==> config.mk <==
export PLATFORM = sky130hd
export DESIGN_NAME = pokey_seq_player
export DESIGN_NICKNAME = d
export VERILOG_FILES = /design/src/rtl/pokey_pkg.sv /design/src/rtl/pokey_bus_writer.sv /design/src/rtl/pokey_seq_player.sv
export SDC_FILE = /design/constraint.sdc
export NUM_CORES = 1
export LEC_CHECK = 0
export BUFFER_PORTS_ARGS = -buffer_cell sky130_fd_sc_hd__buf_2
export CAP_MARGIN = 20
export CORE_MARGIN = 2
export CORE_UTILIZATION = 30
export DETAILED_ROUTE_END_ITERATION = 8
export PLACE_DENSITY_LB_ADDON = 0.3
export SETUP_SLACK_MARGIN = 0.5
export SKIP_LAST_GASP = 1
export SLEW_MARGIN = 20
export SYNTH_ARGS = -nofsm -noshare
export SYNTH_HDL_FRONTEND = slang
export SYNTH_SLANG_ARGS = --single-unit
==> constraint.sdc <==
create_clock -name clk_cpu_4x -period 3.2 [get_ports clk_cpu_4x]
set_clock_uncertainty 0.05 [all_clocks]
set_input_delay 0.32 -clock clk_cpu_4x [delete_from_list [all_inputs] [get_ports clk_cpu_4x]]
set_output_delay 0.32 -clock clk_cpu_4x [all_outputs]
set_load 0.02 [all_outputs]
==> src/rtl/pokey_pkg.sv <==
`default_nettype none
// ============================================================================
// Module  : pokey_pkg
// Purpose : Shared POKEY register map, script opcodes and FSM state types.
// Rev     : 1.0
// ============================================================================
package pokey_pkg;

    localparam logic [15:0] c_pokey_base = 16'h1000;

    localparam logic [3:0] c_audf1  = 4'h0;
    localparam logic [3:0] c_audc1  = 4'h1;
    localparam logic [3:0] c_audf2  = 4'h2;
    localparam logic [3:0] c_audc2  = 4'h3;
    localparam logic [3:0] c_audf3  = 4'h4;
    localparam logic [3:0] c_audc3  = 4'h5;
    localparam logic [3:0] c_audf4  = 4'h6;
    localparam logic [3:0] c_audc4  = 4'h7;
    localparam logic [3:0] c_audctl = 4'h8;

    localparam logic [1:0] c_op_write = 2'b00;
    localparam logic [1:0] c_op_wait  = 2'b01;
    localparam logic [1:0] c_op_jump  = 2'b10;
    localparam logic [1:0] c_op_end   = 2'b11;

    typedef enum logic [3:0] {
        ST_IDLE,
        ST_CUE_LO,
        ST_CUE_HI,
        ST_FETCH_OP,
        ST_FETCH_DAT,
        ST_DECODE,
        ST_WRITE,
        ST_WAIT,
        ST_SILENCE,
        ST_DONE
    } seq_state_t;

    typedef enum logic [1:0] {
        WR_IDLE,
        WR_REQ,
        WR_SETUP,
        WR_HOLD
    } wr_state_t;

endpackage
`default_nettype wire

==> src/rtl/pokey_bus_writer.sv <==
`default_nettype none
// ============================================================================
// Module  : pokey_bus_writer
// Purpose : One POKEY register write through the request/grant bus port.
// Rev     : 1.0
// ============================================================================
module pokey_bus_writer
    import pokey_pkg::*;
#(
    parameter logic [15:0] POKEY_BASE = c_pokey_base
) (
    input  logic        clk,
    input  logic        rst_n,
    input  logic        i_clk_en,
    input  logic        i_start,
    input  logic [3:0]  i_reg,
    input  logic [7:0]  i_data,
    input  logic        i_abort,
    input  logic        i_gnt,
    output logic        o_req,
    output logic [15:0] o_addr,
    output logic [7:0]  o_wr_data,
    output logic        o_read,
    output logic        o_busy,
    output logic        o_done
);

    wr_state_t   r_state;
    logic [3:0]  r_reg;
    logic [7:0]  r_data;
    logic        r_req;
    logic [15:0] r_addr;
    logic [7:0]  r_wr_data;
    logic        r_read;
    logic        r_done;

    // Abort only takes effect before grant; once the bus cycle is driven it always completes.
    always_ff @(posedge clk or negedge rst_n) begin
        if (!rst_n) begin
            r_state   <= WR_IDLE;
            r_reg     <= 4'h0;
            r_data    <= 8'h00;
            r_req     <= 1'b0;
            r_addr    <= 16'h0000;
            r_wr_data <= 8'h00;
            r_read    <= 1'b1;
            r_done    <= 1'b0;
        end else begin
            r_done <= 1'b0;
            case (r_state)
                WR_IDLE: begin
                    if (i_start) begin
                        r_reg   <= i_reg;
                        r_data  <= i_data;
                        r_req   <= 1'b1;
                        r_state <= WR_REQ;
                    end
                end
                WR_REQ: begin
                    if (i_abort) begin
                        r_req   <= 1'b0;
                        r_state <= WR_IDLE;
                    end else if (i_gnt) begin
                        r_addr    <= POKEY_BASE | {12'h000, r_reg};
                        r_wr_data <= r_data;
                        r_read    <= 1'b0;
                        r_state   <= WR_SETUP;
                    end
                end
                WR_SETUP: begin
                    if (i_clk_en) begin
                        r_state <= WR_HOLD;
                    end
                end
                WR_HOLD: begin
                    r_read  <= 1'b1;
                    r_req   <= 1'b0;
                    r_done  <= 1'b1;
                    r_state <= WR_IDLE;
                end
                default: r_state <= WR_IDLE;
            endcase
        end
    end

    assign o_req     = r_req;
    assign o_addr    = r_addr;
    assign o_wr_data = r_wr_data;
    assign o_read    = r_read;
    assign o_busy    = (r_state != WR_IDLE);
    assign o_done    = r_done;

endmodule
`default_nettype wire

==> src/rtl/pokey_seq_player.sv <==
`default_nettype none
// ============================================================================
// Module  : pokey_seq_player
// Purpose : Plays sound-ROM register-write scripts into POKEY over the CPU bus.
// Rev     : 1.0
// ============================================================================
module pokey_seq_player
    import pokey_pkg::*;
#(
    parameter int          ROM_AW     = 12,
    parameter logic [15:0] POKEY_BASE = c_pokey_base
) (
    input  logic              clk_cpu_4x,
    input  logic              reset_cpu_n,
    input  logic              clk_cpu_en,
    input  logic              frame_tick,
    input  logic              start,
    input  logic [3:0]        cue,
    input  logic              stop,
    output logic [ROM_AW-1:0] rom_addr,
    input  logic [7:0]        rom_data,
    output logic              bus_req,
    input  logic              bus_gnt,
    output logic [15:0]       bus_addr,
    output logic [7:0]        bus_wr_data,
    output logic              bus_read,
    output logic              busy,
    output logic              done
);

    localparam logic [ROM_AW-1:0] c_one = ROM_AW'(1);
    localparam logic [ROM_AW-1:0] c_two = ROM_AW'(2);

    seq_state_t        r_state;
    logic [ROM_AW-1:0] r_rom_addr;
    logic [7:0]        r_base_lo;
    logic [ROM_AW-1:0] r_base;
    logic [ROM_AW-1:0] r_ptr;
    logic [1:0]        r_op_kind;
    logic [3:0]        r_op_reg;
    logic [7:0]        r_dat;
    logic [8:0]        r_wait_cnt;
    logic              r_wait_first;
    logic              r_issue;
    logic [3:0]        r_wr_reg;
    logic [7:0]        r_wr_data;
    logic [1:0]        r_sil_idx;
    logic              r_sil_wait;
    logic              r_done;

    logic              w_stop;
    logic              w_wr_start;
    logic              w_wr_busy;
    logic              w_wr_done;
    logic [ROM_AW-1:0] w_dir_lo;
    logic [ROM_AW-1:0] w_base;
    logic [ROM_AW-1:0] w_jump;
    logic              w_unused_bits;

    assign w_dir_lo      = {{(ROM_AW-5){1'b0}}, cue, 1'b0};
    assign w_base        = ROM_AW'({rom_data, r_base_lo});
    assign w_jump        = r_base + ROM_AW'({r_dat, 1'b0});
    assign w_unused_bits = ^rom_data[5:4];

    // Silencing is already the stop response, so stop only acts in the script-playing states.
    assign w_stop     = stop && (r_state != ST_IDLE) && (r_state != ST_SILENCE)
                        && (r_state != ST_DONE);
    assign w_wr_start = r_issue && !w_stop;

    always_ff @(posedge clk_cpu_4x or negedge reset_cpu_n) begin
        if (!reset_cpu_n) begin
            r_state      <= ST_IDLE;
            r_rom_addr   <= '0;
            r_base_lo    <= 8'h00;
            r_base       <= '0;
            r_ptr        <= '0;
            r_op_kind    <= 2'b00;
            r_op_reg     <= 4'h0;
            r_dat        <= 8'h00;
            r_wait_cnt   <= 9'd0;
            r_wait_first <= 1'b0;
            r_issue      <= 1'b0;
            r_wr_reg     <= 4'h0;
            r_wr_data    <= 8'h00;
            r_sil_idx    <= 2'd0;
            r_sil_wait   <= 1'b0;
            r_done       <= 1'b0;
        end else begin
            r_issue <= 1'b0;
            r_done  <= 1'b0;
            if (w_stop) begin
                r_sil_idx  <= 2'd0;
                r_sil_wait <= 1'b0;
                r_state    <= ST_SILENCE;
            end else begin
                case (r_state)
                    ST_IDLE: begin
                        if (start && !stop) begin
                            r_rom_addr <= w_dir_lo;
                            r_state    <= ST_CUE_LO;
                        end
                    end
                    ST_CUE_LO: begin
                        r_base_lo  <= rom_data;
                        r_rom_addr <= r_rom_addr + c_one;
                        r_state    <= ST_CUE_HI;
                    end
                    ST_CUE_HI: begin
                        r_base     <= w_base;
                        r_ptr      <= w_base;
                        r_rom_addr <= w_base;
                        r_state    <= ST_FETCH_OP;
                    end
                    ST_FETCH_OP: begin
                        r_op_kind  <= rom_data[7:6];
                        r_op_reg   <= rom_data[3:0];
                        r_rom_addr <= r_ptr + c_one;
                        r_state    <= ST_FETCH_DAT;
                    end
                    ST_FETCH_DAT: begin
                        r_dat   <= rom_data;
                        r_ptr   <= r_ptr + c_two;
                        r_state <= ST_DECODE;
                    end
                    ST_DECODE: begin
                        r_rom_addr <= r_ptr;
                        case (r_op_kind)
                            c_op_write: begin
                                r_wr_reg  <= r_op_reg;
                                r_wr_data <= r_dat;
                                r_issue   <= 1'b1;
                                r_state   <= ST_WRITE;
                            end
                            c_op_wait: begin
                                r_wait_cnt   <= (r_dat == 8'd0) ? 9'd256 : {1'b0, r_dat};
                                r_wait_first <= 1'b1;
                                r_state      <= ST_WAIT;
                            end
                            c_op_jump: begin
                                r_ptr      <= w_jump;
                                r_rom_addr <= w_jump;
                                r_state    <= ST_FETCH_OP;
                            end
                            default: r_state <= ST_DONE;
                        endcase
                    end
                    ST_WRITE: begin
                        if (w_wr_done) begin
                            r_state <= ST_FETCH_OP;
                        end
                    end
                    ST_WAIT: begin
                        r_wait_first <= 1'b0;
                        if (frame_tick && !r_wait_first) begin
                            r_wait_cnt <= r_wait_cnt - 9'd1;
                            if (r_wait_cnt == 9'd1) begin
                                r_state <= ST_FETCH_OP;
                            end
                        end
                    end
                    ST_SILENCE: begin
                        // A write caught mid-cycle by stop drains first; its done is not ours.
                        if (r_sil_wait) begin
                            if (w_wr_done) begin
                                r_sil_wait <= 1'b0;
                                if (r_sil_idx == 2'd3) begin
                                    r_state <= ST_DONE;
                                end else begin
                                    r_sil_idx <= r_sil_idx + 2'd1;
                                end
                            end
                        end else if (!w_wr_busy) begin
                            r_wr_reg   <= {1'b0, r_sil_idx, 1'b1};
                            r_wr_data  <= 8'h00;
                            r_issue    <= 1'b1;
                            r_sil_wait <= 1'b1;
                        end
                    end
                    ST_DONE: begin
                        r_done  <= 1'b1;
                        r_state <= ST_IDLE;
                    end
                    default: r_state <= ST_IDLE;
                endcase
            end
        end
    end

    pokey_bus_writer #(
        .POKEY_BASE (POKEY_BASE)
    ) u_writer (
        .clk       (clk_cpu_4x),
        .rst_n     (reset_cpu_n),
        .i_clk_en  (clk_cpu_en),
        .i_start   (w_wr_start),
        .i_reg     (r_wr_reg),
        .i_data    (r_wr_data),
        .i_abort   (w_stop),
        .i_gnt     (bus_gnt),
        .o_req     (bus_req),
        .o_addr    (bus_addr),
        .o_wr_data (bus_wr_data),
        .o_read    (bus_read),
        .o_busy    (w_wr_busy),
        .o_done    (w_wr_done)
    );

    assign rom_addr = r_rom_addr;
    assign busy     = (r_state != ST_IDLE);
    assign done     = r_done;

endmodule
`default_nettype wire

* Word-level counts from Yosys, hierarchy flattened
Index checks and enable logic that the tools add are counted.
W data, S select, Z words.
** Storage, ports and cells
- Flip-flop bits (word level) :: 119
- Latch bits :: 0
- Bits in writable memories :: 0
- ROM bits :: 0
- Input bits :: 19
- Output and inout port bits :: 40
- Word-level logic and storage cells :: 165
- Memories kept :: 0
** Cells by class
- Add/subtract/negate cells :: 6
- Multiply operators :: 0
- Divide/modulo/power cells :: 0
- $lt $le $gt $ge :: 0
- Equality and inequality tests :: 38
- Shift-type cells :: 0
- Multiplexer cells :: 56
- Bitwise gates (word level) :: 1
- Reduce and logical (&&, ||, !) cells :: 40
** Operator list (count)
- $pmux W12 S5 :: 1
- $mux W4 :: 11
- $pmux W12 S3 :: 1
- $pmux W4 S9 :: 1
- $mux W9 :: 3
- $add A12 B1 Y12 const B :: 2
- $mux W12 :: 2
- $mux W8 :: 3
- $ne A2 B2 Y1 const B :: 11
- $mux W2 :: 9
- $ne A3 B3 Y1 const B :: 6
- $pmux W9 S2 :: 1
- $reduce_and A3 Y1 :: 6
- $eq A4 B3 Y1 const B :: 4
- $mux W1 :: 16
- $pmux W8 S2 :: 1
- $reduce_bool A2 Y1 :: 7
- $add A12 B2 Y12 const B :: 1
- $add A12 B9 Y12 :: 1
- $pmux W4 S3 :: 1
- $reduce_and A2 Y1 :: 6
- $eq A9 B1 Y1 const B :: 1
- $sub A9 B1 Y9 const B :: 1
- $eq A2 B2 Y1 const B :: 4
- 24 further kinds :: 41

* Logic depth before layout (Yosys ltp)
- Depth after elaboration :: 8
- Mapped depth :: 12
- Depth with buffers taken out :: 9

* Cells and area by module
A second synthesis with hierarchy kept.
** Unflattened totals
- Cells, all modules :: 701
- Area total of the unflattened synthesis :: 6742.7 µm²
** By module, submodules not included
- pokey_seq_player :: times used 1, cells each 616, area each 5469.0 µm², seq. area each 2227.1 µm²
- pokey_bus_writer :: times used 1, cells each 85, area each 1273.7 µm², seq. area each 752.0 µm²

* Worst setup path after synthesis
OpenSTA, ideal clock, no wires.
- Path type :: flip-flop to flip-flop
- Start :: reg r_state[2]
- End :: reg r_rom_addr[10] (netlist: rom_addr[10])
- Library setup time :: 130 ps
- Arrival time :: 2516 ps
- Required time :: 3020 ps
- Setup slack :: 503 ps
- Cell stages (with the launch flop) :: 13
- Path buffers :: 3
- Clock period less this slack :: 2697 ps
- Cell sequence :: dfrtp_1 -> buf_4 -> and4bb_4 -> buf_12 -> buf_6 -> mux2_2 -> ha_1 -> and3_1 -> nand4_4 -> o22ai_2 -> xnor2_1 -> a222oi_1 -> a21oi_1
** Between the ends
- Longest elaborated chain between the ends :: 6
- Elaborated cells between the ends (all ways) :: 16
- Those cells by class :: eq/ne (7); mux (1); bitwise (1); reduce/logical (7)
** RTL lines
- start: declaration :: RTL line pokey_seq_player.sv:34 : seq_state_t r_state;
- start signal: assignment :: RTL line pokey_seq_player.sv:72 : r_state <= ST_IDLE;
- start signal: assignment :: RTL line pokey_seq_player.sv:94 : r_state <= ST_SILENCE;
- start signal: assignment :: RTL line pokey_seq_player.sv:100 : r_state <= ST_CUE_LO;
- $reduce_bool A4 Y1 :: RTL line pokey_seq_player.sv:66 : assign w_stop = stop && (r_state != ST_IDLE) && (r_state != ST_SILENCE)
- $logic_and A1 B1 Y1 (2 in series) :: RTL line pokey_seq_player.sv:66
- $logic_and A1 B1 Y1 :: RTL line pokey_seq_player.sv:67 : && (r_state != ST_DONE);
- $not A1 Y1 (no line)
- $reduce_and A3 Y1 (no line)
- end signal: assignment :: RTL line pokey_seq_player.sv:99 : r_rom_addr <= w_dir_lo;
- end signal: assignment :: RTL line pokey_seq_player.sv:105 : r_rom_addr <= r_rom_addr + c_one;
- end signal: assignment :: RTL line pokey_seq_player.sv:111 : r_rom_addr <= w_base;
- end: declaration :: RTL line pokey_seq_player.sv:35 : logic [ROM_AW-1:0] r_rom_addr;
Several ways; a longest one is shown, not always the timed one.
A chain may end at the register's enable or synchronous reset.

* Worst setup path after layout
- Start :: reg r_state[3]
- End :: reg r_rom_addr[10] (netlist: rom_addr[10])
Same word-level chain as after synthesis.

==> run metrics <==
dominant combinational cell family by area after synthesis simple AND/OR/NAND/NOR gates; Period minus WS final 2.53 ns; power density over cell area 1020 mW/mm^2; cell area after placement 0.00718 sq mm; overall power of the completed layout 7.97 mW; sort of element at the end of the critical path flop; Worst Max-Slew Pin Slew 0.886 ns; number of clock buffers inserted by TritonCTS 17; number of flip-flops and latches in the synthesized netlist 119; grt total ovfl 0; number of warnings issued by yosys 0; final-report hold violation count 0; placer's final routability congestion estimate 0.894; clock-pin slew on the worst setup and hold paths 0.06 ns; Max transition margin 40.4%; count of unique library cells instantiated by Yosys 68; Detailed Routing Iterations Pass 1 8; total via count in the routed design 5549; post-synthesis mux area share 11.6%; Int Pwr 4.56 mW; vias per inst 5.42; global-route wire length before repair 30.2 mm; Std-Cell Rows 54; leakage power total 3.42 nW; H-Tree Depth 4; part of the power in combinational logic 39.3%; Layout Area Growth over Synthesis 17.0%; area of all sequential standard cells 0.00298 sq mm; netlist area before placement 0.00667 sq mm; antenna-violating nets left 0; synthesized-area fraction occupied by adder cells 2.74%; critical path data arrival time 2.77 ns; pin count of the biggest net entering global routing 51; peak fanout along the critical path 6; dominant synthesized flop cell sky130_fd_sc_hd__dfrtp_1; setup repair after global routing missed its margin false; most frequent cell after synthesis sky130_fd_sc_hd__dfrtp_1; net load switching power 3.41 mW; overall global routing resource usage 16.4%; per-instance average area after synthesis 9.81 sq um; Tcrit/Tclk final 79.0%; routed wire length 18.8 mm; initial core utilization 30.6%; cell count after synthesis 680; achievable frequency 396 MHz; number of failing setup endpoints in the final timing report 0; die area 0.0234 sq mm; die span in y 153 um; Diodes inserted 0; clock tree sinks 119; critical path launch point type flop; number of enable-type register cells in the synthesized netlist 0; outcome completed; cell taking the most area after synthesis sky130_fd_sc_hd__dfrtp_1; IO buf count 47; final number of max-transition violations 0; NumNets Final 763; main area contributors after synthesis sky130_fd_sc_hd__dfrtp_1 (44%), sky130_fd_sc_hd__mux2_2 (9.6%), sky130_fd_sc_hd__o21ai_0 (4.4%), sky130_fd_sc_hd__nand2_1 (3.8%), sky130_fd_sc_hd__a21oi_1 (3.4%); post-detailed-route wirelength per cell 18.4 um; sequential element share of the synthesized area 44.7%; xor-xnor portion of the synthesized cell area 2.76%; I/O pin cnt 59; Worst IR Drop VDD 0.330 mV; Synth Area in Simple Gates 17.9%; share of cells above drive strength 1 23.0%; FILL cells 2228; clock tree from TritonCTS done; clock group share of total power 24.5%; worst min-delay path category input port to flop; Final Instance Area 0.00780 sq mm; DP HPWL 13.5 mm; Total Negative Setup Slacks 0 ns; DRC violations left 0; latest clock arrival within the worst-skew pair 0.42 ns; compound-gate portion of the synthesized area 15.7%; portion of synthesized cell area occupied by the leading cell type 44.3%; via count of the first global-routing pass 5320; violation count after the first detailed-routing iteration 506; number of max-cap violations 0; most frequent cells after synthesis sky130_fd_sc_hd__dfrtp_1 (118), sky130_fd_sc_hd__nand2_1 (67), sky130_fd_sc_hd__o21ai_0 (58), sky130_fd_sc_hd__mux2_2 (57), sky130_fd_sc_hd__nor2_1 (48); total core area 0.0218 sq mm; share of synthesized flip-flops with an asynchronous set or reset 100%; Critical Path RT 3.45 ns; Root Buffer sky130_fd_sc_hd__clkbuf_16; startpoint-to-endpoint class of the critical path flop to flop; sequential share of power 36.2%; area of the multi-input gates 0.00343 sq mm; initial antenna violation count 0; Sw Ratio 42.7%; Die Span X 153 um; largest buffer count on any clock path 2
## per-layer routing
layer / up-vias / share of wire, % / global-route usage (%) / wire length, um
met1: 2768 / 46 / 22.4 / 8670
li1: 2583 / - / - / -
met4: 0 / 2.1 / 5.91 / 391
met2: 169 / 48 / 25.9 / 8970
met3: 29 / 4.3 / 3.20 / 809
met5: - / 0 / 0 / 0
## power by group through the flow
stage,Sequential (mW),Clock [mW],Combinational (mW)
2_1_floorplan,2.71,0,2.22
3_3_place_gp,2.89,0,3.06
3_5_place_dp,2.90,0,3.09
4_1_cts,2.88,1.99,3.11
5_1_grt,2.98,2.06,3.47
6_report,2.88,1.96,3.13
## critical path, stage by stage (launching register included)
cell	delay, ns
sky130_fd_sc_hd__dfrtp_1	0.38
sky130_fd_sc_hd__and4bb_4	0.40
sky130_fd_sc_hd__mux2_2	0.37
sky130_fd_sc_hd__ha_1	0.28
sky130_fd_sc_hd__and3_1	0.20
sky130_fd_sc_hd__nand4_4	0.10
sky130_fd_sc_hd__o22ai_2	0.08
sky130_fd_sc_hd__xnor2_1	0.13
sky130_fd_sc_hd__a222oi_1	0.31
sky130_fd_sc_hd__a21oi_1	0.11
## final cells by class
type	count	share of cell area, %
multi-input combinational	515	44.0
tap	280	4.49
clock buffer	17	5.45
inverter	11	0.529
clock inverter	15	2.33
timing repair buffer	66	5.07
sequential	119	38.2
## through the flow
stage / std cells / setup slack (ns) / util (%) / hold WS (ns)
2_1_floorplan: 690 / 0.503 / - / -0.0256
3_3_place_gp: 990 / 0.740 / 32.9 / 0.362
3_5_place_dp: 990 / 0.569 / 32.9 / 0.365
4_1_cts: 1023 / 0.561 / 35.7 / 0.0837
5_1_grt: 1023 / 0.527 / 35.8 / 0.0935
6_report: 1023 / 0.672 / 35.8 / 0.0905
## cells in the final DEF, fill, tap and decap left out, types with 4 or more instances in the layout
cell type                   Yosys  routed
sky130_fd_sc_hd__a211oi_1       6       5
sky130_fd_sc_hd__a21o_1         5       5
sky130_fd_sc_hd__a21oi_1       45      45
sky130_fd_sc_hd__a221oi_1       7       7
sky130_fd_sc_hd__a222oi_1       5       5
sky130_fd_sc_hd__a22oi_1        4       4
sky130_fd_sc_hd__a31oi_1        9       9
sky130_fd_sc_hd__and2_1         5       5
sky130_fd_sc_hd__and3_1        13      13
sky130_fd_sc_hd__buf_2         15      46
sky130_fd_sc_hd__buf_4         14      18
sky130_fd_sc_hd__clkbuf_16      0      17
sky130_fd_sc_hd__conb_1         1      11
sky130_fd_sc_hd__dfrtp_1      118     118
sky130_fd_sc_hd__ha_1          13      13
sky130_fd_sc_hd__inv_1         11      11
sky130_fd_sc_hd__inv_6          0       4
sky130_fd_sc_hd__inv_8          0       6
sky130_fd_sc_hd__mux2_2        57      57
sky130_fd_sc_hd__mux2i_1       13      13
sky130_fd_sc_hd__nand2_1       67      67
sky130_fd_sc_hd__nand2b_1      11      11
sky130_fd_sc_hd__nand3_1       29      29
sky130_fd_sc_hd__nand4_1        5       5
sky130_fd_sc_hd__nor2_1        48      48
sky130_fd_sc_hd__nor2b_1       12      12
sky130_fd_sc_hd__nor3_1        11      11
sky130_fd_sc_hd__nor4_1         7       7
sky130_fd_sc_hd__o21ai_0       58      58
sky130_fd_sc_hd__xnor2_1        8       8
sky130_fd_sc_hd__xor2_1        13      13
## repair_timing
action,in CTS,in global routing
setup endpoints to repair,0,6
hold buffers,1,0
setup buffers,0,0
resized for setup,0,1
hold endpoints to repair,47,0
## path summary, 6_finish.rpt
path	from	endpoint	slack [ns]	cells after the start
worst max-delay path	r_state[3]	rom_addr[10]	0.67	9
max in group asynchronous	reset_cpu_n	r_base_lo[0]	1.81	3
worst min register to register	u_writer.o_addr[12]	u_writer.o_addr[12]	0.41	1
worst max register to register	r_state[3]	rom_addr[10]	0.67	9
min in group asynchronous	reset_cpu_n	r_base_lo[5]	0.44	2
worst min-delay path	rom_data[5]	r_dat[5]	0.09	2
## logic make-up after synthesis
group	after synthesis
fa+ha+maj	14
buf+inv	56
flops	119
mux	70
simple gates	232
compound gates	167
xor+xnor	21
other cells	1
Power figures use the tool's default switching activity.
